===== src/rtl/sample_frame_pkg.sv =====
// Shared types and helpers for the sample frame assembler.
// Holds the fill-state encoding, the index width rule and channel-count clamping.
package sample_frame_pkg;

  typedef enum logic {
    IDLE = 1'b0,
    FILL = 1'b1
  } fill_state_e;

  // Width that holds 0..nch inclusive, never narrower than one bit.
  function automatic int cw_width(input int nch);
    int w;
    w = $clog2(nch + 1);
    return (w < 1) ? 1 : w;
  endfunction

  // Out-of-range requests (0 or above the maximum) fall back to a full frame.
  function automatic int clamp_channels(input int active, input int nch);
    return (active == 0 || active > nch) ? nch : active;
  endfunction

endpackage


===== src/rtl/frame_out_reg.sv =====
// Output holding register: one frame word with valid/ready and a publish counter.
// Loaded frame visible next cycle; accepts a new load while the old one is taken (no bubble).
module frame_out_reg #(
  parameter int WIDTH = 64
) (
  input  logic             clk,
  input  logic             rst_n,
  input  logic             load_vld,
  input  logic [WIDTH-1:0] load_dat,
  input  logic             frame_ready,
  output logic [WIDTH-1:0] frame_data,
  output logic             frame_valid,
  output logic [15:0]      frame_count,
  output logic             can_load
);

  assign can_load = !frame_valid || frame_ready;

  always_ff @(posedge clk) begin
    if (!rst_n) begin
      frame_data  <= '0;
      frame_valid <= 1'b0;
      frame_count <= '0;
    end else if (load_vld && can_load) begin
      frame_data  <= load_dat;
      frame_valid <= 1'b1;
      frame_count <= frame_count + 16'd1;
    end else if (frame_valid && frame_ready) begin
      frame_valid <= 1'b0;
    end
  end

endmodule


===== src/rtl/sample_frame_assembler.sv =====
// Assembles a channel-interleaved sample stream into parallel frames of up to NUM_CHANNELS.
// Frame published one cycle after its last sample; a completed frame is dropped (overrun) if the output is still held.
module sample_frame_assembler
  import sample_frame_pkg::*;
#(
  parameter int NUM_CHANNELS = 4,
  parameter int DATA_WIDTH   = 16,
  parameter bit AUTO_SYNC    = 1'b0,
  localparam int CW          = cw_width(NUM_CHANNELS)
) (
  input  logic                               clk,
  input  logic                               rst_n,
  input  logic [DATA_WIDTH-1:0]              sample_in,
  input  logic                               sample_wr,
  input  logic                               frame_sync,
  input  logic [CW-1:0]                      active_channels,
  input  logic                               frame_ready,
  input  logic                               clear_err,
  output logic [NUM_CHANNELS*DATA_WIDTH-1:0] frame_data,
  output logic                               frame_valid,
  output logic [15:0]                        frame_count,
  output logic                               sync_err,
  output logic                               overrun
);

  fill_state_e                        state, state_nxt;
  logic [CW-1:0]                      idx, idx_nxt;
  logic [CW-1:0]                      n_lat, n_nxt;
  logic [CW-1:0]                      wr_pos, n_cur;
  logic [DATA_WIDTH-1:0]              bank [NUM_CHANNELS];
  logic                               accept, start, mid_sync, complete;
  logic                               can_load;
  logic [NUM_CHANNELS*DATA_WIDTH-1:0] asm_dat;

  always_ff @(posedge clk) begin
    if (!rst_n) begin
      state <= AUTO_SYNC ? FILL : IDLE;
      idx   <= '0;
      n_lat <= '0;
    end else begin
      state <= state_nxt;
      idx   <= idx_nxt;
      n_lat <= n_nxt;
    end
  end

  always_comb begin
    state_nxt = state;
    idx_nxt   = idx;
    n_nxt     = n_lat;
    accept    = 1'b0;
    start     = 1'b0;
    mid_sync  = 1'b0;
    complete  = 1'b0;
    wr_pos    = idx;
    n_cur     = n_lat;

    case (state)
      IDLE: begin
        if (sample_wr && frame_sync) begin
          accept = 1'b1;
          start  = 1'b1;
        end
      end
      FILL: begin
        if (sample_wr) begin
          accept   = 1'b1;
          start    = frame_sync;
          mid_sync = frame_sync && (idx != '0);
        end
      end
      default: ;
    endcase

    // A sync restarts the frame at channel 0, abandoning any partial fill.
    if (start) wr_pos = '0;
    if (accept && wr_pos == '0)
      n_cur = CW'(clamp_channels(int'(active_channels), NUM_CHANNELS));

    if (accept) begin
      state_nxt = FILL;
      n_nxt     = n_cur;
      complete  = (wr_pos == n_cur - 1'b1);
      idx_nxt   = complete ? '0 : wr_pos + 1'b1;
    end
  end

  always_comb begin
    asm_dat = '0;
    for (int k = 0; k < NUM_CHANNELS; k++) begin
      if (CW'(k) < n_cur)
        asm_dat[k*DATA_WIDTH +: DATA_WIDTH] = (CW'(k) == wr_pos) ? sample_in : bank[k];
    end
  end

  always_ff @(posedge clk) begin
    if (!rst_n) begin
      for (int k = 0; k < NUM_CHANNELS; k++) bank[k] <= '0;
    end else begin
      for (int k = 0; k < NUM_CHANNELS; k++)
        if (accept && wr_pos == CW'(k)) bank[k] <= sample_in;
    end
  end

  // Set events take priority over clear_err in the same cycle.
  always_ff @(posedge clk) begin
    if (!rst_n) begin
      sync_err <= 1'b0;
      overrun  <= 1'b0;
    end else begin
      if (mid_sync)          sync_err <= 1'b1;
      else if (clear_err)    sync_err <= 1'b0;
      if (complete && !can_load) overrun <= 1'b1;
      else if (clear_err)        overrun <= 1'b0;
    end
  end

  frame_out_reg #(
    .WIDTH(NUM_CHANNELS*DATA_WIDTH)
  ) u_out (
    .clk        (clk),
    .rst_n      (rst_n),
    .load_vld   (complete),
    .load_dat   (asm_dat),
    .frame_ready(frame_ready),
    .frame_data (frame_data),
    .frame_valid(frame_valid),
    .frame_count(frame_count),
    .can_load   (can_load)
  );

endmodule

===== config.mk =====
export PLATFORM = sky130hd
export DESIGN_NAME = sample_frame_assembler
export DESIGN_NICKNAME = d
export VERILOG_FILES = /design/src/rtl/sample_frame_pkg.sv /design/src/rtl/frame_out_reg.sv /design/src/rtl/sample_frame_assembler.sv
export SDC_FILE = /design/constraint.sdc
export NUM_CORES = 1
export LEC_CHECK = 0
export BUFFER_PORTS_ARGS = -buffer_cell sky130_fd_sc_hd__clkbuf_2
export CORE_MARGIN = 4
export CORE_UTILIZATION = 45
export CTS_CLUSTER_SIZE = 24
export DETAILED_ROUTE_END_ITERATION = 10
export PLACE_DENSITY_LB_ADDON = 0.2
export SYNTH_ARGS = -nofsm -noshare
export SYNTH_HDL_FRONTEND = slang
export SYNTH_SLANG_ARGS = --single-unit

===== constraint.sdc =====
create_clock -name clk -period 11.6 [get_ports clk]
set_input_delay 2.32 -clock clk [delete_from_list [all_inputs] [get_ports clk]]
set_output_delay 2.32 -clock clk [all_outputs]
set_load 0.05 [all_outputs]

==> Word-level counts from Yosys, hierarchy flattened <==
Memory sizes are Yosys's and may differ from the RTL's.
Index checks and enable logic that the tools add are counted.
{ "totals": {"n_memories": 1, "romBits": 0, "input_bits": 25, "out_inout_bits": 83, "wordCells": 90, "ramBits": 64, "ff_bits": 90, "latch_bits": 0} }
{ "memory_table": {"columns": ["memory", "depth", "width", "read_ports", "rd_clocked_by_memory_dff", "wr", "line_no", "rtl"], "rows": [
  ["bank", 4, 16, 4, 0, 4, "sample_frame_assembler.sv:30", "logic [DATA_WIDTH-1:0] bank [NUM_CHANNELS];"]
]} }
{ "classes": {"order_cmp": 5, "muxes": 42, "n_bitwise": 5, "addsub": 3, "n_mul": 0, "n_shift": 0, "n_reduce_logical": 19, "div": 0, "eq_ne": 7} }
{ "ops": {"columns": ["cell", "count"], "rows": [
  ["2-to-1 mux 16 bit", 12],
  ["2-to-1 mux 1 bit", 24],
  ["adder 16 x 1 -> 16 bit (second input constant)", 1],
  ["2-to-1 mux 3 bit", 4],
  ["logical AND 1 bit", 9],
  ["== test 2 x 3 -> 1 bit (first input constant)", 2],
  ["== test 3 x 2 -> 1 bit (second input constant)", 2],
  ["logical NOT 3 bit", 2],
  ["< comparator 1 x 3 -> 1 bit (first input constant)", 2],
  ["< comparator 2 x 3 -> 1 bit (first input constant)", 2],
  ["nonzero test 2 bit", 3],
  ["bitwise OR 1 bit", 4],
  ["one-hot mux 1 bit (2 select lines)", 2],
  ["adder 3 x 1 -> 3 bit (second input constant)", 1],
  ["== test 1 x 3 -> 1 bit (first input constant)", 1],
  ["== test 3 x 1 -> 1 bit (second input constant)", 1],
  ["== test 3 bit", 1],
  ["> comparator 3 bit (second input constant)", 1],
  ["nonzero test 3 bit", 1],
  ["subtractor 3 x 1 -> 3 bit (second input constant)", 1],
  ["logical NOT 1 bit", 2],
  ["logical OR 1 bit", 2],
  ["inverter 1 bit", 1]
]} }

==> Logic depth before layout (Yosys ltp) <==
Gate-level depths: netlist (run 1).
{ "logic_depth": {"word_depth": 12, "depth_mapped": 18, "ltp_nobuf": 13} }

==> Modules after synthesis <==
A second synthesis (run 1) with hierarchy kept.
{ "unflattened": {"hier_cells": 777, "area_unflattened_um2": 6889.1} }
{ "modules_own_cells": {"columns": ["module", "seq_area_each_um2", "area_per_inst_um2", "instances", "cells_each"], "rows": [
  ["sample_frame_assembler", 2102.0, 3922.5, 1, 407],
  ["frame_out_reg", 1621.6, 2966.6, 1, 370]
]} }

==> Worst setup path after synthesis (run 1) <==
OpenSTA, ideal clock, no wires.
{ "synth_path": {"kind": "input -> register", "startpoint": "input port frame_sync", "endpoint": "register u_out.frame_count[13]", "path_buffers": 5, "required_time_ns": 11.468, "arrival_time_ns": 5.175, "setup_time_ns": 0.132, "slack_ns": 6.292, "path_stages": 18, "cell_sequence": "buf_4 nand2_1 and2_1 inv_1 ha_1 buf_2 and4b_1 o21ai_1 and2_1 clkbuf_1 inv_1 ha_1 xor2_1 nand3_4 buf_6 buf_2 o41ai_1 a21oi_1"} }
{ "synth_via": {"elab_chain_cells": 11, "word_cells_on_any_way": 13, "classes_between": "add/sub: 1; eq/ne: 1; mux: 7; reduce/logical: 4"} }
{ "synth_lines": {"columns": ["item", "line_no", "rtl"], "rows": [
  ["start: declaration", "sample_frame_assembler.sv:15", "input logic frame_sync,"],
  ["logical AND 1 bit", "sample_frame_assembler.sv:60", "if (sample_wr && frame_sync) begin"],
  ["2-to-1 mux 1 bit", "sample_frame_assembler.sv:60", null],
  ["one-hot mux 1 bit (2 select lines)", "sample_frame_assembler.sv:58", "case (state)"],
  ["2-to-1 mux 3 bit", "sample_frame_assembler.sv:76", "if (start) wr_pos = '0;"],
  ["logical NOT 3 bit", "sample_frame_assembler.sv:77", "if (accept && wr_pos == '0)"],
  ["logical AND 1 bit *", "sample_frame_assembler.sv:77", null],
  ["2-to-1 mux 3 bit *", "sample_frame_assembler.sv:77", null],
  ["net n_cur[0]", "sample_frame_assembler.sv:29", "logic [CW-1:0] wr_pos, n_cur;"],
  ["subtractor 3 x 1 -> 3 bit *", "sample_frame_assembler.sv:83", "complete = (wr_pos == n_cur - 1'b1);"],
  ["== test 3 bit *", "sample_frame_assembler.sv:83", null],
  ["2-to-1 mux 1 bit *", "sample_frame_assembler.sv:80", "if (accept) begin"],
  ["logical AND 1 bit *", "frame_out_reg.sv:24", "end else if (load_vld && can_load) begin"],
  ["end signal: assignment", "frame_out_reg.sv:27", "frame_count <= frame_count + 16'd1;"],
  ["end: declaration", "frame_out_reg.sv:13", "output logic [15:0] frame_count,"]
]} }
Mark *: on every way through the listed nets, which the timed path passes. The rest lies on a longest branch.
A chain may end at the register's enable or synchronous reset.

==> Worst setup path in the final report (run 1) <==
{ "layout_path": {"startpoint": "input port sample_wr", "endpoint": "register u_out.frame_data[57]"} }
{ "layout_via": {"elab_chain_cells": 11, "word_cells_on_any_way": 18, "classes_between": "add/sub: 1; order compare: 1; eq/ne: 2; mux: 10; reduce/logical: 4"} }
{ "layout_lines": {"columns": ["item", "line_no", "rtl"], "rows": [
  ["start: declaration", "sample_frame_assembler.sv:14", "input logic sample_wr,"],
  ["logical AND 1 bit", "sample_frame_assembler.sv:60", null],
  ["2-to-1 mux 1 bit", "sample_frame_assembler.sv:60", null],
  ["one-hot mux 1 bit (2 select lines)", "sample_frame_assembler.sv:58", null],
  ["2-to-1 mux 3 bit", "sample_frame_assembler.sv:76", null],
  ["logical NOT 3 bit", "sample_frame_assembler.sv:77", null],
  ["logical AND 1 bit *", "sample_frame_assembler.sv:77", null],
  ["2-to-1 mux 3 bit *", "sample_frame_assembler.sv:77", null],
  ["net n_cur[0]", "sample_frame_assembler.sv:29", null],
  ["subtractor 3 x 1 -> 3 bit", "sample_frame_assembler.sv:83", null],
  ["== test 3 bit", "sample_frame_assembler.sv:83", null],
  ["2-to-1 mux 1 bit", "sample_frame_assembler.sv:80", null],
  ["logical AND 1 bit", "frame_out_reg.sv:24", null],
  ["end signal: assignment", "frame_out_reg.sv:25", "frame_data <= load_dat;"],
  ["end: declaration", "frame_out_reg.sv:11", "output logic [WIDTH-1:0] frame_data,"]
]} }
Marks and branches as above.

==> results of run 1 <==
## layout make-up
class | instances | area [um2]
timing repair buffer | 114 | 588.1
clock buffer | 21 | 471.7
tap | 216 | 270.3
fill | 1455 | 7457
clock inverter | 11 | 51.30
multi-input combinational | 494 | 3347
inverter | 9 | 33.78
sequential | 154 | 3724
## cells by family (layout without fill, tap and decap cells)
| family | Yosys count | after routing | synth area share, % |
|---|---|---|---|
| xor gates and xnor gates | 2 | 2 | 0.3416 |
| DFF | 154 | 154 | 50.82 |
| buffers and inverters | 53 | 155 | 3.603 |
| muxes | 117 | 117 | 16.80 |
| adders and majority gates | 9 | 9 | 1.537 |
| AOI/OAI and AO/OA | 83 | 83 | 7.804 |
| and+or+nand+nor | 283 | 283 | 19.09 |
## sequential cells by signal (all words and copies together) (netlist names)
register / flops
state: 1
overrun: 1
idx: 3
sync_err: 1
u_out.frame_valid: 1
bank: 64
n_lat: 3
u_out.frame_count: 16
u_out.frame_data: 64
## worst min-delay path: stages (launching register included)
cell and delay, ns:
sky130_fd_sc_hd__dfxtp_1 0.31, sky130_fd_sc_hd__nand2_1 0.05, sky130_fd_sc_hd__mux2i_1 0.05
## worst paths after layout
check	endpoint	cells past startpoint
min reg2reg	u_out.frame_data[0]	2
max	u_out.frame_data[57]	15
max reg2reg	u_out.frame_data[57]	13
min	u_out.frame_data[0]	2
## metal layers
layer / wire length (um) / part of all wire [%]
met3: 1072 / 6.1
met2: 7991 / 46
met4: 269 / 1.5
met5: 0 / 0
met1: 8219 / 47
## through the flow
| step | hold slack (ns) | setup slack, ns | utilization [%] | cell area (um2) |
|---|---|---|---|---|
| after floorplan | 0.4780 | 6.292 | - | 7327 |
| after global placement | 0.4426 | 5.463 | 49.95 | 7963 |
| after detailed placement | 0.4459 | 5.283 | 49.95 | 7963 |
| after CTS | 0.4610 | 5.690 | 53.23 | 8486 |
| after global routing | 0.4703 | 5.350 | 53.23 | 8486 |
| final | 0.4581 | 5.641 | 53.23 | 8486 |
## report_power, final
| group | internal (mW) | total, mW | switching, mW |
|---|---|---|---|
| Combinational | 0.0362 | 0.108 | 0.0718 |
| Sequential | 0.578 | 0.582 | 0.00432 |
| Clock | 0.286 | 0.494 | 0.208 |
## synth_stat cells (3+ instances only)
| cell | count |
|---|---|
| sky130_fd_sc_hd__mux2i_1 | 69 |
| sky130_fd_sc_hd__ha_1 | 9 |
| sky130_fd_sc_hd__o21ai_1 | 8 |
| sky130_fd_sc_hd__o41ai_1 | 7 |
| sky130_fd_sc_hd__o31ai_1 | 4 |
| sky130_fd_sc_hd__nor2_1 | 10 |
| sky130_fd_sc_hd__nand2b_1 | 8 |
| sky130_fd_sc_hd__nand3_1 | 7 |
| sky130_fd_sc_hd__a31oi_1 | 3 |
| sky130_fd_sc_hd__and2_1 | 71 |
| sky130_fd_sc_hd__or4b_1 | 4 |
| sky130_fd_sc_hd__nand2_1 | 154 |
| sky130_fd_sc_hd__clkbuf_1 | 27 |
| sky130_fd_sc_hd__a21oi_1 | 12 |
| sky130_fd_sc_hd__a32o_1 | 3 |
| sky130_fd_sc_hd__and3_1 | 4 |
| sky130_fd_sc_hd__nand4_1 | 3 |
| sky130_fd_sc_hd__mux2_2 | 48 |
| sky130_fd_sc_hd__nor3_1 | 4 |
| sky130_fd_sc_hd__buf_2 | 7 |
| sky130_fd_sc_hd__edfxtp_1 | 64 |
| sky130_fd_sc_hd__or4_1 | 5 |
| sky130_fd_sc_hd__a21o_1 | 18 |
| sky130_fd_sc_hd__inv_1 | 8 |
| sky130_fd_sc_hd__dfxtp_1 | 90 |
| sky130_fd_sc_hd__buf_4 | 3 |
| sky130_fd_sc_hd__buf_6 | 6 |
| sky130_fd_sc_hd__o21ai_0 | 14 |
==> impl_metrics.py, run 1 <==
metrics = {
    "placement": {
        "placement.io_buffers": 107,
        "gp_routability_congestion": 0.8398,
        "numPlacedInstances": 987,
        "hpwlAfterDp_um": 11680,
    },
    "yosys": {
        "syn_std_cell_area_um2": 7327,
        "yosys_register_bits": 154,
        "yosys_warnings": 0,
        "netlist.area_leader.share_pct": 26.23,
        "yosys-top-cells-area": "sky130_fd_sc_hd__edfxtp_1, sky130_fd_sc_hd__dfxtp_1, sky130_fd_sc_hd__mux2i_1",
        "post_synth_num_cell_types": 54,
        "yosys_most_used_dff": "sky130_fd_sc_hd__dfxtp_1",
        "gate_count_after_technology_mapping": 701,
        "number_of_flops_mapped_to_enable_cells_by_yosys": 64,
        "avgSynthCellArea_um2": 10.45,
        "postSynthNetCount": 735,
        "post_synthesis_sequential_area_ratio_pct": 50.82,
        "synthArstFlopShare_pct": 0,
        "synth_top_area_cell": "sky130_fd_sc_hd__edfxtp_1",
    },
    "detailed_routing": {
        "drt-total-wl_um": 17550,
        "drtPass1Iterations": 5,
        "wire_per_inst_um": 17.22,
        "detail-route-antenna-nets": 0,
        "drt-initial-drc-count": 315,
        "vias_per_cell": 5.325,
        "drc_errors_left": 0,
        "vias": 5426,
    },
    "critical_path": {
        "r2r_setup_slack_ns": 7.57,
        "critical_path.cell_chain": "clkbuf_2 -> nand2_1 -> and2_1 -> inv_1 -> ha_1 -> a21boi_0 -> a31oi_1 -> and2_1 -> inv_1 -> ha_1 -> xor2_1 -> nand3_4 -> nor2_4 -> buf_4 -> mux2i_1",
        "crit_path_top_delay_cell": "sky130_fd_sc_hd__buf_4",
        "setup.worst_path.end_class": "flop",
        "cp_max_fo": 66,
        "max_stage_delay_ns": 0.83,
        "worstSetupPathType": "in -> reg",
        "crit_path_start": "sample_wr",
        "setup.worst_path.start_class": "input pin",
        "worst_ep_arrival_time_ns": 6.30,
        "regToRegStartpoint": "idx[0]",
        "worst_path_dominant_cell_family": "buffers and inverters",
        "cp.buffers_inverters": 4,
        "worstPathRequired_ns": 11.94,
    },
    "finish": {
        "area_delta_synth_final_pct": 15.81,
        "final_nets": 824,
        "finish.cell_count_without_fillers": 1019,
        "antenna_diode_count": 0,
        "mostFrequentLayoutCells": "sky130_fd_sc_hd__nand2_1, sky130_fd_sc_hd__clkbuf_2, sky130_fd_sc_hd__dfxtp_1",
        "drive_gt1_share_pct": 24.41,
        "layout.cells.most_common": "sky130_fd_sc_hd__nand2_1",
    },
    "flow_run": {
        "max_cap_violations": 0,
    },
    "clock_network": {
        "clock_latency_on_the_worst_skew_pair_ns": 0.42,
        "cts_root_buf": "sky130_fd_sc_hd__clkbuf_16",
        "cts-resized-gates": 0,
        "cts-hold-fix-buffers": 0,
        "worst_setup_hold_path_clk_slew_ns": 0.06,
        "tritoncts_clock_tree": "done",
        "cts.repair_timing.setup_buffer_count": 0,
        "maximum_level_of_the_cts_h_tree": 4,
        "cts-root-to-sink-buffers": 2,
        "cts.sink_count": 154,
        "tritoncts.num_buffers": 17,
    },
    "timing": {
        "timing.final.crit_period_ns": 5.959,
        "worst_clock_skew_ns": 0.009668,
        "final_max_slew_viol_count": 0,
        "setup_viol_count_final": 0,
        "rsz0062_at_grt": "false",
        "maxSlewHeadroom_pct": 24.62,
        "timing.final.crit_share_pct": 51.37,
        "setup_total_negative_slack_ns": 0,
        "timing.final.hold_violations": 0,
        "actual_transition_at_the_worst_max_transition_pin_ns": 1.131,
        "max_freq_mhz": 167.8,
    },
    "power_and_ir_drop": {
        "static-leakage-power_nw": 3.197,
        "pwrdens_nw_per_um2": 139.6,
        "max-vdd-ir-drop_uv": 102.6,
        "finalPower_mw": 1.184,
    },
    "floorplanning": {
        "start_util_pct": 45.96,
        "floorplan.die.height_um": 135.6,
        "floorplan.rows": 46,
        "die_x_um": 135.6,
        "ios": 108,
        "core_area_um2": 15940,
        "design.die.area_um2": 18390,
    },
    "global_routing": {
        "global_route.usage.total_pct": 19.63,
        "wire_length_of_the_first_global_routing_pass_um": 28160,
        "grt_pass1_vias": 5346,
        "grt-busiest-layer": "met2",
        "overflow": 0,
        "grt_antenna_before_repair": 0,
        "fraction_of_met2_tracks_used_by_global_routing_pct": 30.70,
        "largest_net_degree_at_the_start_of_global_routing": 93,
        "grt.met1_usage_pct": 26.98,
        "globalRouteMet3Util_pct": 5.052,
    },
    "worst_hold_path": {
        "worst_hold_startpoint": "u_out.frame_data[0]",
        "timing.hold.worst.class": "reg -> reg",
    },
    "run_status": {
        "run_status": "finished, final reports clean",
    },
}
No activity file was read; power rests on OpenSTA's default activity.
==> run 2: changes to the inputs <==
Clock period 11.6 ns to 5.25 ns, I/O delays scaled along.
==> impl_metrics.py, run 2 (synthesis results as in run 1) <==
metrics = {
    "timing": {
        "maxSlewHeadroom_pct": 44.24,
        "final_max_slew_viol_count": 0,
        "setup_viol_count_final": 0,
        "timing.final.crit_share_pct": 80.07,
        "setup_total_negative_slack_ns": 0,
        "timing.final.crit_period_ns": 4.204,
        "worst_clock_skew_ns": 0.007505,
        "actual_transition_at_the_worst_max_transition_pin_ns": 0.8333,
        "rsz0062_at_grt": "false",
        "max_freq_mhz": 237.9,
        "timing.final.hold_violations": 0,
        "finalHoldWorstSlack_ns": 0.4542,
    },
    "detailed_routing": {
        "vias": 5313,
        "drt-initial-drc-count": 329,
        "vias_per_cell": 5.204,
        "wire_per_inst_um": 17.14,
        "drc_errors_left": 0,
        "drt-total-wl_um": 17500,
        "drtPass1Iterations": 6,
        "detail-route-antenna-nets": 0,
    },
    "critical_path": {
        "crit_path_top_delay_cell": "sky130_fd_sc_hd__buf_4",
        "worstPathRequired_ns": 5.58,
        "critical_path.endpoint": "u_out.frame_data[34]",
        "regToRegStartpoint": "idx[0]",
        "timing.reg2reg.worst_path_depth": 13,
        "cp.buffers_inverters": 4,
        "critical_path_depth": 15,
        "setup.worst_path.end_class": "flop",
        "worstSetupPathType": "in -> reg",
        "cp_max_fo": 27,
        "crit_path_start": "frame_sync",
        "setup.worst_path.start_class": "input pin",
        "critical_path.cell_chain": "clkbuf_2 -> nand2_1 -> and2_1 -> inv_1 -> ha_1 -> a21boi_0 -> a31oi_1 -> and2_1 -> inv_1 -> ha_1 -> xor2_1 -> nand3_4 -> nor2_4 -> buf_4 -> mux2i_1",
        "r2r_setup_slack_ns": 1.70,
        "max_stage_delay_ns": 0.42,
        "worst_path_dominant_cell_family": "simple AND/OR/NAND/NOR gates",
        "worstReg2RegEnd": "u_out.frame_data[34]",
        "worst_ep_arrival_time_ns": 4.54,
    },
    "run_status": {
        "run_status": "finished, final reports clean",
    },
    "floorplanning": {
        "ios": 108,
        "die_x_um": 135.6,
        "start_util_pct": 45.96,
        "floorplan.die.height_um": 135.6,
        "core_area_um2": 15940,
        "design.die.area_um2": 18390,
        "floorplan.rows": 46,
    },
    "clock_network": {
        "cts-hold-fix-buffers": 0,
        "cts-root-to-sink-buffers": 2,
        "cts.sink_count": 154,
        "tritoncts.num_buffers": 17,
        "cts-resized-gates": 0,
        "cts.repair_timing.setup_buffer_count": 0,
        "cts_root_buf": "sky130_fd_sc_hd__clkbuf_16",
        "tritoncts_clock_tree": "done",
        "maximum_level_of_the_cts_h_tree": 4,
        "worst_setup_hold_path_clk_slew_ns": 0.06,
        "clock_latency_on_the_worst_skew_pair_ns": 0.42,
    },
    "global_routing": {
        "globalRouteMet3Util_pct": 4.309,
        "grt_pass1_vias": 5293,
        "grt_antenna_before_repair": 0,
        "global_route.usage.total_pct": 19.73,
        "fraction_of_met2_tracks_used_by_global_routing_pct": 29.98,
        "overflow": 0,
        "grt-busiest-layer": "met2",
        "grt.met1_usage_pct": 28.10,
        "wire_length_of_the_first_global_routing_pass_um": 28310,
        "largest_net_degree_at_the_start_of_global_routing": 60,
    },
    "finish": {
        "largestRegisters": "bank: 64 flops, u_out.frame_data: 64 flops, u_out.frame_count: 16 flops",
        "area_delta_synth_final_pct": 16.15,
        "final_nets": 826,
        "drive_gt1_share_pct": 24.60,
        "layout.cells.most_common": "sky130_fd_sc_hd__nand2_1",
        "antenna_diode_count": 0,
        "mostFrequentLayoutCells": "sky130_fd_sc_hd__nand2_1, sky130_fd_sc_hd__clkbuf_2, sky130_fd_sc_hd__dfxtp_1",
        "final_core_util_pct": 53.38,
    },
    "placement": {
        "placement.io_buffers": 107,
        "gp_routability_congestion": 0.8570,
        "hpwlAfterDp_um": 11870,
    },
    "power_and_ir_drop": {
        "finalPower_mw": 2.626,
        "power.share.sequential_pct": 49.0,
        "switchingPower_mw": 0.6382,
        "power.switching_fraction_pct": 24.30,
        "power.internal_mw": 1.988,
        "pwrdens_nw_per_um2": 308.6,
        "clock_power_share_pct": 41.8,
        "static-leakage-power_nw": 3.201,
        "share_comb_of_total_power_pct": 9.2,
        "max-vdd-ir-drop_uv": 225.7,
    },
    "flow_run": {
        "max_cap_violations": 0,
    },
    "worst_hold_path": {
        "timing.hold.worst.class": "reg -> reg",
    },
}
-- run 2: metal layers --
layer | vias to the layer above | routed length, um
met3 | 19 | 921
li1 | 2632 | -
met2 | 135 | 7847
met4 | 0 | 335
met5 | - | 0
met1 | 2527 | 8398
-- run 2: worst min-delay path by stage --
| stage | from | endpoint | slack (ns) | depth (start not counted) |
|---|---|---|---|---|
| after floorplan | idx[0] | idx[0] | 0.48 | 1 |
| after global placement | u_out.frame_data[44] | u_out.frame_data[44] | 0.44 | 2 |
| after detailed placement | u_out.frame_data[20] | u_out.frame_data[20] | 0.45 | 2 |
| after CTS | u_out.frame_data[3] | u_out.frame_data[3] | 0.46 | 2 |
| after global routing | u_out.frame_data[3] | u_out.frame_data[3] | 0.47 | 2 |
| final | u_out.frame_data[3] | u_out.frame_data[3] | 0.45 | 2 |
-- run 2: power by group through the flow --
stage	Combinational, mW	Sequential, mW	Clock [mW]
2_1_floorplan	0.163	1.32	0
3_3_place_gp	0.237	1.31	0
3_5_place_dp	0.240	1.31	0
4_1_cts	0.242	1.29	1.12
5_1_grt	0.266	1.29	1.17
6_report	0.241	1.29	1.10
-- run 2: final cells by class --
cell class	instances	area, um2
Clock buffer	25	476.7
Clock inverter	7	43.79
Fill cell	1476	7432
Inverter	9	33.78
Multi-Input combinational cell	494	3347
Sequential cell	154	3724
Tap cell	216	270.3
Timing Repair Buffer	116	615.6
-- run 2: worst min-delay path: stages (launching register included) --
cell and delay [ns]:
sky130_fd_sc_hd__dfxtp_1 0.31, sky130_fd_sc_hd__nand2_1 0.05, sky130_fd_sc_hd__mux2i_1 0.05
-- run 2: metrics by stage --
step                      worst slack, ns  cells  instance area, um2
after floorplan                     1.212    701                7327
after global placement             0.8242    989                7990
after detailed placement           0.6749    989                7990
after CTS                           1.079   1021                8511
after global routing               0.7125   1021                8511
final                               1.046   1021                8511
==> run 3: changes to the inputs <==
Clock period 5.25 ns to 3.7 ns, I/O delays scaled along.
==> impl_metrics.py, run 3 (synthesis results as in run 1) <==
metrics = {
    "power_and_ir_drop": {
        "finalPower_mw": 3.918,
        "static-leakage-power_nw": 3.308,
        "pwrdens_nw_per_um2": 450.3,
        "max-vdd-ir-drop_uv": 318.0,
    },
    "run_status": {
        "run_status": "finished, final reports clean",
    },
    "finish": {
        "layout.cells.most_common": "sky130_fd_sc_hd__nand2_1",
        "ff_latch_area_um2": 3724,
        "area_delta_synth_final_pct": 18.73,
        "antenna_diode_count": 0,
        "final_core_util_pct": 54.57,
        "fillers": 1443,
        "drive_gt1_share_pct": 26.28,
        "finish.cell_count_without_fillers": 1034,
        "mostFrequentLayoutCells": "sky130_fd_sc_hd__nand2_1, sky130_fd_sc_hd__clkbuf_2, sky130_fd_sc_hd__dfxtp_1",
        "final_nets": 839,
        "largestRegisters": "bank: 64 flops, u_out.frame_data: 64 flops, u_out.frame_count: 16 flops",
        "multiInputGateArea_um2": 3349,
    },
    "timing": {
        "setup_viol_count_final": 0,
        "worst_clock_skew_ns": 0.007637,
        "rsz0062_at_grt": "false",
        "setup_total_negative_slack_ns": 0,
        "maxSlewHeadroom_pct": 44.67,
        "finalHoldWorstSlack_ns": 0.4533,
        "timing.final.crit_period_ns": 3.332,
        "actual_transition_at_the_worst_max_transition_pin_ns": 0.8269,
        "final_max_slew_viol_count": 0,
        "max_freq_mhz": 300.2,
        "timing.final.hold_violations": 0,
        "timing.final.crit_share_pct": 90.04,
    },
    "global_routing": {
        "largest_net_degree_at_the_start_of_global_routing": 60,
        "wire_length_of_the_first_global_routing_pass_um": 28890,
        "overflow": 0,
        "grt_pass1_vias": 5576,
        "grt_antenna_before_repair": 0,
        "global_route.usage.total_pct": 20.11,
    },
    "clock_network": {
        "cts-root-to-sink-buffers": 2,
        "cts.sink_count": 154,
        "tritoncts.num_buffers": 17,
        "maximum_level_of_the_cts_h_tree": 4,
        "clock_latency_on_the_worst_skew_pair_ns": 0.42,
        "cts-hold-fix-buffers": 0,
        "cts.repair_timing.setup_buffer_count": 0,
        "tritoncts_clock_tree": "done",
        "worst_setup_hold_path_clk_slew_ns": 0.06,
        "cts-resized-gates": 0,
        "cts_root_buf": "sky130_fd_sc_hd__clkbuf_16",
    },
    "detailed_routing": {
        "drtPass1Iterations": 4,
        "vias_per_cell": 5.276,
        "drt-total-wl_um": 17710,
        "vias": 5455,
        "drc_errors_left": 0,
        "drt-initial-drc-count": 355,
        "detail-route-antenna-nets": 0,
        "wire_per_inst_um": 17.12,
    },
    "critical_path": {
        "setup.worst_path.end_class": "flop",
        "worstPathRequired_ns": 4.04,
        "worst_ep_arrival_time_ns": 3.68,
        "worstSetupPathType": "in -> reg",
        "setup.worst_path.start_class": "input pin",
        "cp_max_fo": 38,
    },
    "floorplanning": {
        "start_util_pct": 45.96,
        "floorplan.die.height_um": 135.6,
        "floorplan.rows": 46,
        "die_x_um": 135.6,
        "design.die.area_um2": 18390,
        "core_area_um2": 15940,
        "ios": 108,
    },
    "placement": {
        "numPlacedInstances": 1002,
        "placement.io_buffers": 107,
        "gp_routability_congestion": 0.9230,
        "hpwlAfterDp_um": 12110,
    },
    "flow_run": {
        "max_cap_violations": 0,
    },
    "worst_hold_path": {
        "timing.hold.worst.class": "reg -> reg",
    },
}
==> run 3: changes by cell type in the layout (fill, tap and decap cells not counted) <==
cell and change:
sky130_fd_sc_hd__clkbuf_8 +6, sky130_fd_sc_hd__buf_12 +1, sky130_fd_sc_hd__buf_4 +12, sky130_fd_sc_hd__inv_4 +1, sky130_fd_sc_hd__nor2_1 -1, sky130_fd_sc_hd__nor2_2 +1
sky130_fd_sc_hd__clkinv_2 -3, sky130_fd_sc_hd__clkinv_1 +1, sky130_fd_sc_hd__clkinvlp_4 -1, sky130_fd_sc_hd__clkinv_4 -1, sky130_fd_sc_hd__clkbuf_1 -4, sky130_fd_sc_hd__bufinv_16 +1
==> run 3: area by class of cell <==
| cell class | count | share of cell area (%) |
|---|---|---|
| Timing Repair Buffer | 129 | 8.342 |
| Tap cell | 216 | 3.107 |
| Sequential cell | 154 | 42.80 |
| Multi-Input combinational cell | 494 | 38.50 |
| Clock buffer | 27 | 6.256 |
| Clock inverter | 5 | 0.6041 |
| Inverter | 9 | 0.3883 |
==> run 3: worst max-delay path: stages <==
cell                       delay (ns)
sky130_fd_sc_hd__clkbuf_2        0.09
sky130_fd_sc_hd__nand2_1         0.07
sky130_fd_sc_hd__and2_1          0.17
sky130_fd_sc_hd__inv_1           0.07
sky130_fd_sc_hd__ha_1            0.30
sky130_fd_sc_hd__and4b_1         0.23
sky130_fd_sc_hd__o21ai_0         0.10
sky130_fd_sc_hd__and2_1          0.24
sky130_fd_sc_hd__ha_1            0.33
sky130_fd_sc_hd__xor2_1          0.25
sky130_fd_sc_hd__nand3_4         0.27
sky130_fd_sc_hd__nor2_4          0.25
sky130_fd_sc_hd__buf_12          0.28
sky130_fd_sc_hd__mux2i_1         0.24
==> run 3: power breakdown <==
part           internal [mW]  switching, mW  total, mW
clock network           1.07          0.667       1.74
registers               1.81         0.0134       1.83
logic                  0.125          0.229      0.353
total                   3.01          0.909       3.92
==> run 3: through the flow <==
| step | instance area (um2) | worst slack (ns) |
|---|---|---|
| 6_report | 8700 | 0.3684 |
| 5_1_grt | 8700 | 0.05660 |
| 4_1_cts | 8700 | 0.3854 |
| 3_5_place_dp | 8103 | -0.04415 |
| 3_3_place_gp | 8103 | 0.08170 |
| 2_1_floorplan | 7328 | 0.02876 |
==> run 3: path summary, 6_finish.rpt <==
path	from	to	slack, ns	cells past startpoint
worst min register to register	u_out.frame_data[3]	u_out.frame_data[3]	0.45	2
worst min-delay path	u_out.frame_data[3]	u_out.frame_data[3]	0.45	2
worst max-delay path	sample_wr	u_out.frame_data[24]	0.37	14
worst max register to register	idx[0]	u_out.frame_data[24]	0.53	13
==> run 3: per-layer routing <==
| layer | track usage, % | vias up | wire [um] |
|---|---|---|---|
| met4 | 7.503 | 0 | 346 |
| met3 | 4.272 | 27 | 1147 |
| met5 | 0 | - | 0 |
| met2 | 30.70 | 175 | 8021 |
| met1 | 28.18 | 2595 | 8189 |
| li1 | - | 2658 | - |
